--- src/rtl/gen_gamma_pkg.sv ---
// gen_gamma_pkg -- shared constants and types for the gamma decoder.
//   GG_SIZE    : default plaintext width.
//   gg_entry_t : output FIFO entry {err, data}. Its data field is GG_SIZE
//                bits wide, so a decoder built with another SIZE needs this
//                constant changed to match.
package gen_gamma_pkg;

  localparam int GG_SIZE = 8;

  typedef struct packed {
    logic               err;
    logic [GG_SIZE-1:0] data;
  } gg_entry_t;

endpackage

--- src/rtl/gen_gamma_decoder_subtractor.sv ---
// gen_gamma_decoder_subtractor -- combinational gamma removal.
//   data_i [SIZE:0]   : coded word {carry, sum}
//   key_i  [SIZE-1:0] : gamma key
//   data_o [SIZE-1:0] : decoded plaintext (low bits of the difference)
//   err_o             : result out of range (borrow or bit SIZE set)
module gen_gamma_decoder_subtractor #(
  parameter int SIZE = 8
) (
  input  logic [SIZE:0]   data_i,
  input  logic [SIZE-1:0] key_i,
  output logic [SIZE-1:0] data_o,
  output logic            err_o
);

  logic [SIZE+1:0] diff;

  // Two guard bits: the top one catches a borrow, the next one a
  // result that does not fit back into SIZE bits.
  assign diff   = {1'b0, data_i} - {2'b00, key_i};
  assign data_o = diff[SIZE-1:0];
  assign err_o  = diff[SIZE+1] | diff[SIZE];

endmodule

--- src/rtl/gen_gamma_decoder.sv ---
// gen_gamma_decoder -- one-stage gamma decoder feeding an output FIFO.
//   clk, res_n          : clock, asynchronous active-low reset
//   in_valid/in_ready   : input handshake, inp_data {carry,sum}, inp_key
//   out_valid/out_ready : output handshake, out_data + out_err (head entry)
//   err_cnt             : saturating error count, present only when
//                         GEN_GAMMA_DEC_ERR_CNT_EN is defined
// An accepted word sits one cycle in s1, is decoded from s1 and pushed into
// the FIFO on the following edge. in_ready depends on registers only; it
// reserves a FIFO slot for the word held in s1, so a push can never overflow.
module gen_gamma_decoder
  import gen_gamma_pkg::*;
#(
  parameter int SIZE  = GG_SIZE,
  parameter int DEPTH = 4
) (
  input  logic            clk,
  input  logic            res_n,
  input  logic            in_valid,
  output logic            in_ready,
  input  logic [SIZE:0]   inp_data,
  input  logic [SIZE-1:0] inp_key,
  output logic            out_valid,
  input  logic            out_ready,
  output logic [SIZE-1:0] out_data,
  output logic            out_err
`ifdef GEN_GAMMA_DEC_ERR_CNT_EN
  ,
  output logic [7:0]      err_cnt
`endif
);

  localparam int AW = $clog2(DEPTH);

  // stage register
  logic            s1_valid_q, s1_valid_d;
  logic [SIZE:0]   s1_data_q,  s1_data_d;
  logic [SIZE-1:0] s1_key_q,   s1_key_d;

  // FIFO state
  gg_entry_t       mem_q [DEPTH];
  gg_entry_t       mem_d [DEPTH];
  logic [AW-1:0]   wr_ptr_q, wr_ptr_d;
  logic [AW-1:0]   rd_ptr_q, rd_ptr_d;
  logic [AW:0]     count_q,  count_d;

  logic            accept, push, pop;
  logic [AW+1:0]   occupancy;
  logic [SIZE-1:0] dec_data;
  logic            dec_err;
  gg_entry_t       push_entry, head;

  gen_gamma_decoder_subtractor #(.SIZE(SIZE)) subtractor (
    .data_i (s1_data_q),
    .key_i  (s1_key_q),
    .data_o (dec_data),
    .err_o  (dec_err)
  );

  assign occupancy = {1'b0, count_q} + (AW+2)'(s1_valid_q);
  assign in_ready  = occupancy < (AW+2)'(DEPTH);
  assign out_valid = (count_q != '0);

  assign accept = in_valid & in_ready;
  assign push   = s1_valid_q;
  assign pop    = out_valid & out_ready;

  assign push_entry = '{err: dec_err, data: dec_data};
  assign head       = mem_q[rd_ptr_q];

  // Empty FIFO shows zeros rather than whatever stale entry the head holds.
  assign out_data = out_valid ? head.data : '0;
  assign out_err  = out_valid & head.err;

  always_comb begin
    s1_valid_d = accept;
    s1_data_d  = s1_data_q;
    s1_key_d   = s1_key_q;
    if (accept) begin
      s1_data_d = inp_data;
      s1_key_d  = inp_key;
    end

    mem_d    = mem_q;
    wr_ptr_d = wr_ptr_q;
    rd_ptr_d = rd_ptr_q;
    count_d  = count_q;
    if (push) begin
      mem_d[wr_ptr_q] = push_entry;
      wr_ptr_d        = wr_ptr_q + AW'(1);
    end
    if (pop) rd_ptr_d = rd_ptr_q + AW'(1);
    case ({push, pop})
      2'b10:   count_d = count_q + (AW+1)'(1);
      2'b01:   count_d = count_q - (AW+1)'(1);
      default: count_d = count_q;
    endcase
  end

  always_ff @(posedge clk or negedge res_n) begin
    if (!res_n) begin
      s1_valid_q <= 1'b0;
      s1_data_q  <= '0;
      s1_key_q   <= '0;
      wr_ptr_q   <= '0;
      rd_ptr_q   <= '0;
      count_q    <= '0;
    end else begin
      s1_valid_q <= s1_valid_d;
      s1_data_q  <= s1_data_d;
      s1_key_q   <= s1_key_d;
      wr_ptr_q   <= wr_ptr_d;
      rd_ptr_q   <= rd_ptr_d;
      count_q    <= count_d;
    end
  end

  // Storage is not reset: count_q gates every read of it.
  always_ff @(posedge clk) begin
    mem_q <= mem_d;
  end

`ifdef GEN_GAMMA_DEC_ERR_CNT_EN
  logic [7:0] err_cnt_q, err_cnt_d;

  always_comb begin
    err_cnt_d = err_cnt_q;
    if (push && dec_err && (err_cnt_q != 8'hFF)) err_cnt_d = err_cnt_q + 8'd1;
  end

  always_ff @(posedge clk or negedge res_n) begin
    if (!res_n) err_cnt_q <= '0;
    else        err_cnt_q <= err_cnt_d;
  end

  assign err_cnt = err_cnt_q;
`endif

endmodule
--- config.mk ---
export PLATFORM = sky130hd
export DESIGN_NAME = gen_gamma_decoder
export DESIGN_NICKNAME = d
export VERILOG_FILES = /design/src/rtl/gen_gamma_pkg.sv /design/src/rtl/gen_gamma_decoder_subtractor.sv /design/src/rtl/gen_gamma_decoder.sv
export SDC_FILE = /design/constraint.sdc
export NUM_CORES = 1
export LEC_CHECK = 0
export ABC_CLOCK_PERIOD_IN_PS = 3500
export CAP_MARGIN = 20
export CORE_MARGIN = 2
export CORE_UTILIZATION = 60
export DETAILED_ROUTE_END_ITERATION = 7
export HOLD_SLACK_MARGIN = 0.12
export PLACE_DENSITY = 0.85
export SYNTH_ARGS = -nofsm -noshare
export SYNTH_HDL_FRONTEND = slang
export SYNTH_SLANG_ARGS = --single-unit
--- constraint.sdc ---
create_clock -name clk -period 3.5 [get_ports clk]
set_clock_uncertainty 0.15 [all_clocks]
set_input_delay 0.875 -clock clk [delete_from_list [all_inputs] [get_ports clk]]
set_output_delay 0.875 -clock clk [all_outputs]
set_load 0.01 [all_outputs]
; Word-level counts from Yosys, hierarchy flattened
; Index checks and enable logic that the tools add are counted.
[classes]
addsub = 6
n_lt_le_gt_ge = 4
n_eq_ne = 2
n_mux = 8
bitwise_logic = 6
n_reduce_logical = 3
[op_table]
columns = op, count
row1 = $bwmux W36, 1
row2 = $mux W9, 3
row3 = $bmux W9 S2, 1
row4 = $demux W9 S2, 1
row5 = $sub A9 B8 Y10, 1
row6 = $mux W8, 1
row7 = $ge A3 B3 Y1 const B, 2
row8 = $not A2 Y3, 2
row9 = $pmux W3 S2, 1
row10 = $add A2 B1 Y2 const B, 2
row11 = $add A3 B1 Y4, 1
row12 = $lt A4 B3 Y1 const B, 1
row13 = $add A3 B1 Y3 const B, 1
row14 = $and A1 B1 Y1, 3
row15 = $lt A3 B1 Y1 const B, 1
row16 = $reduce_bool A3 Y1, 1
row17 = $sub A3 B1 Y3 const B, 1
row18 = $eq A2 B1 Y1 const B, 1
row19 = $eq A2 B2 Y1 const B, 1
row20 = $reduce_bool A2 Y1, 1
row21 = $logic_and A1 B1 Y1, 1
row22 = $or A1 B1 Y1, 1
[word_totals]
regBits = 61
in_bits = 21
word_cells = 43

; Depth between registers and ports, before layout
[logic_depth]
word_depth = 6
mapped_depth = 8
depth_no_buf = 8

; Cells and area by module
; Synthesis repeated with hierarchy kept, for this count alone.
[hier_totals]
hier_cells = 187
hier_area_um2 = 2872.8
[by_module_without_submodules]
columns = mod, n_inst, cells_each, area_each_um2
row1 = gen_gamma_decoder, 1, 133, 2487.4
row2 = gen_gamma_decoder_subtractor, 1, 54, 385.4

; Least setup slack after synthesis
; Ideal clock, no wire load.
[synth_timing]
path_type = register to output
startpoint = register rd_ptr_q[0]
endpoint = output out_data[0]
arrival_ps = 1321
t_required_ps = 2475
path_slack_ps = 1154
stages_incl_launch_ff = 4
n_path_buf = 1
path_cell_list = dfrtp_1 -> buf_2 -> mux4_2 -> and2_1
[synth_via]
elab_chain_len = 5
[synth_lines]
columns = element, line
row1 = start: declaration, gen_gamma_decoder.sv:43  ; logic [AW-1:0] rd_ptr_q, rd_ptr_d;
row2 = start signal: assignment, gen_gamma_decoder.sv:112  ; rd_ptr_q <= rd_ptr_d;
row3 = $not A2 Y3 (not written as such), gen_gamma_decoder.sv:68  ; assign head = mem_q[rd_ptr_q];
row4 = $bmux W9 S2, gen_gamma_decoder.sv:68
row5 = $mux W9 (not written as such) (2 in series), gen_gamma_decoder.sv:68
row6 = $mux W8, gen_gamma_decoder.sv:71  ; assign out_data = out_valid ? head.data : '0;
row7 = end: declaration, gen_gamma_decoder.sv:24  ; output logic [SIZE-1:0] out_data,
; Every way passes these cells. The select of a mux whose other input is x is not followed.

; Final worst setup path
[layout_timing]
startpoint = register rd_ptr_q[0]
endpoint = output out_data[4]
; Same word-level chain as after synthesis.

==> metrics.md <==
| Metric | Value |
|---|---|
| Status | completed |
| Synth Net Count | 230 |
| Die Ht | 72.1 µm |
| Post_cts resized | 0 |
| Rows | 24 |
| Setup TNS Final | 0 ps |
| Top-Level Pins | 32 |
| Final period util | 0.949 |
| Sequential Power Share | 0.387 |
| Skew-Pair Late Insertion Delay | 340 ps |
| Vias/cell | around 5.6 |
| Post-synthesis mux area share | 0.105 |
| Arrival time at the worst endpoint | 2300 ps |
| Gpl congestion | 0.775 |
| Pin count of the biggest net entering global routing | 26 |
| DIE WIDTH | 72.1 µm |
| Avg Inst Size Synth | ~14 µm² |
| Register bit total from synthesis | 61 |
| Gr usage total | 0.205 |
| Num CTS Buffers | 9 |
| Final ANT Viol Nets | 0 |
| Clock sinks | 61 |
| Rel. slew slack | 0.590 |
| Placed cell count | 273 |
| F_max | between 300 and 400 MHz |
| Clk slew on worst S/H paths | 70 ps |
| First-pass GRT wire length | 7810 µm |
| Number of diodes | 0 |
| Final min period | around 3300 ps |
| Post-CTS Hold Fix Bufs | 0 |
| Layout cells sized above 1 | 0.177 |
| CTS Buffer Depth | 2 |
| Post-Synth Simple-Gate Area | 0.0755 |
| Max-capacitance violation count | 0 |
| Commonest non-fill, non-tap cells in the layout | 36 x edfxtp_1, 31 x clkdlybuf4s50_1, 25 x dfrtp_1 |
| Worst min path class | reg -> reg |
| CTS tree | built |
| YS warnings | 0 |
| Pwr per Cell Area | 1090 nW/µm² |
| Worst slew pin tran | 616 ps |
| Worst path required time | 2470 ps |
| Setup Viol. Count Final | 0 |
| Comb power frac | 0.445 |
| Pleak | around 1.3 nW |
| Crit path max fanout | 11 |
| Psw | 0.00126 W |
| Main combinational cell family by area after synthesis | multiplexers |
| Internal power | 0.00237 W |
| Peak supply drop | approximately 0.59 mV |
| CTS H-tree depth | 3 |
| Leading cell type in the layout, fill and taps excluded | edfxtp_1 |
| DRC errors left | 0 |
| Initial core utilization | 0.631 |
| Total Wirelength | 4740 µm |
| Syn Std Cell Area | 2780 µm² |
| Adder-cell area share of the yosys netlist | 0.0728 |
| CP Launch Type | register |
| Clk network pwr share | 0.168 |
| Initial drt markers | 104 |
| Endpoints failing hold | 0 |
| Hpwl dp | 3340 µm |
| Synth Area in Compound Gates | 0.0674 |
| Unrepaired setup endpoints after global routing | false |
| Post-CTS Setup Inserts | 0 |
| Critical Path End Type | output port |
| Via count | ~1.6k |
| Clk root buf | clkbuf_8 |
| Routed len/inst | between 15 and 20 µm |
| Grt total ovfl | 0 |
| Post-Syn Instances | 194 |
| Vias in the first global route | 1669 |
| Critical path class | reg -> out |
| Post-synthesis sequential area ratio | 0.613 |
| Initial antenna violation count | 0 |
| Layout area overhead | 19.7% |
| Drt first pass iters | 4 |
| XOR/XNOR share of the synthesized area | 0.0315 |
| Fin cells | roughly 290 |
| Overall die area | 5200 µm² |
| Final Slew Violations | 0 |
| Core area | 4410 µm² |
| NumNets Final | 268 |
| Switching Fraction | 0.348 |
| Distinct cells, synth | 33 |
| Port bufs | 31 |
cell type report:
| type | count | area [µm²] |
|---|---|---|
| Sequential cell | 61 | 1710 |
| Fill cell | 284 | 1080 |
| Multi-Input combinational cell | 109 | 981 |
| Timing Repair Buffer | 32 | 318 |
| Clock buffer | 10 | 128 |
| Inverter | 19 | 71.3 |
| Tap cell | 52 | 65.1 |
| Clock inverter | 6 | 63.8 |
state kept, by name (all words and copies together), names as in the netlist:
signal	cells
count_q	3
s1_data_q	9
s1_key_q	8
wr_ptr_q	2
mem_q	36
push	1
rd_ptr_q	2
stage by stage:
step / hold slack, ps / util / worst slack (ps) / power (W) / area (µm²)
floorplan: 305 / - / 1150 / 0.00252 / 2780
global placement: 323 / 0.712 / 549 / 0.00291 / 3140
detailed placement: 335 / 0.712 / 502 / 0.00303 / 3140
CTS: 347 / 0.755 / 130 / 0.00365 / 3330
global route: 363 / 0.755 / 32.0 / 0.00386 / 3330
finish: 365 / 0.755 / 179 / 0.00363 / 3330
power by group through the flow:
| stage | clock network, W | registers, W | logic, W |
|---|---|---|---|
| after CTS | 0.000618 | 0.00141 | 0.00162 |
| after detailed placement | 0 | 0.00142 | 0.00160 |
| after global placement | 0 | 0.00140 | 0.00151 |
| after global routing | 0.000647 | 0.00144 | 0.00178 |
| after floorplan | 0 | 0.00133 | 0.00119 |
| final | 0.000610 | 0.00141 | 0.00162 |
cells by family after synthesis:
kind of cell	after synthesis
AO/OA/AOI/OAI	27
XOR/XNOR	10
adder cells (fa/ha/maj)	15
buffers and inverters	24
flip-flops	61
multiplexers	17
AND/OR/NAND/NOR	40
Yosys cell counts:
master	n	area share
edfxtp_1	36	0.39
dfrtp_1	25	0.22
inv_1	18	0.024
and2_1	14	0.031
ha_1	13	0.058
o21ai_0	13	0.023
nand2_1	12	0.016
mux4_2	9	0.073
mux2_2	8	0.032
nor2_1	6	0.0081
xnor2_1	6	0.019
o21a_1	4	0.011
xor2_1	4	0.013
a21oi_1	2	0.0036
buf_2	2	0.0036
clkbuf_1	2	0.0027
fa_1	2	0.014
nor2b_1	2	0.0045
o31a_1	2	0.0063
a21o_1	1	0.0027
a311oi_2	1	0.0054
a31oi_1	1	0.0022
buf_4	1	0.0027
inv_2	1	0.0013
nand2_2	1	0.0022
nor3_1	1	0.0018
o211ai_2	1	0.0045
o22ai_2	1	0.0045
o311a_2	1	0.0040
or2_2	1	0.0022
or3_1	1	0.0022
or3_2	1	0.0027
or4_4	1	0.0040
critical path, stage by stage, from the launching register on:
cell and delay, ps:
dfrtp_1 740, mux4_2 570, and2_1 170, clkdlybuf4s50_1 470
final timing paths:
| path | slack [ps] | start | cells after the start | end |
|---|---|---|---|---|
| setup / recovery | 180 | rd_ptr_q[0] | 3 | out_data[4] |
| hold / removal | 370 | s1_key_q[0] | 1 | s1_key_q[0] |
| setup reg to reg | 1150 | count_q[1] | 6 | count_q[1] |
| hold reg to reg | 370 | s1_key_q[0] | 1 | s1_key_q[0] |
| max in group asynchronous | 2200 | res_n | 2 | wr_ptr_q[0] |
| min in group asynchronous | 760 | res_n | 2 | s1_key_q[5] |
metal layers:
metal	global-route usage	share of wire	up-vias
met5	0	0	-
met1	0.261	0.44	792
met4	0.0943	0.012	0
li1	-	-	763
met3	0.0458	0.042	6
met2	0.337	0.51	48
Note: power is estimated with default switching activity, not from simulation.
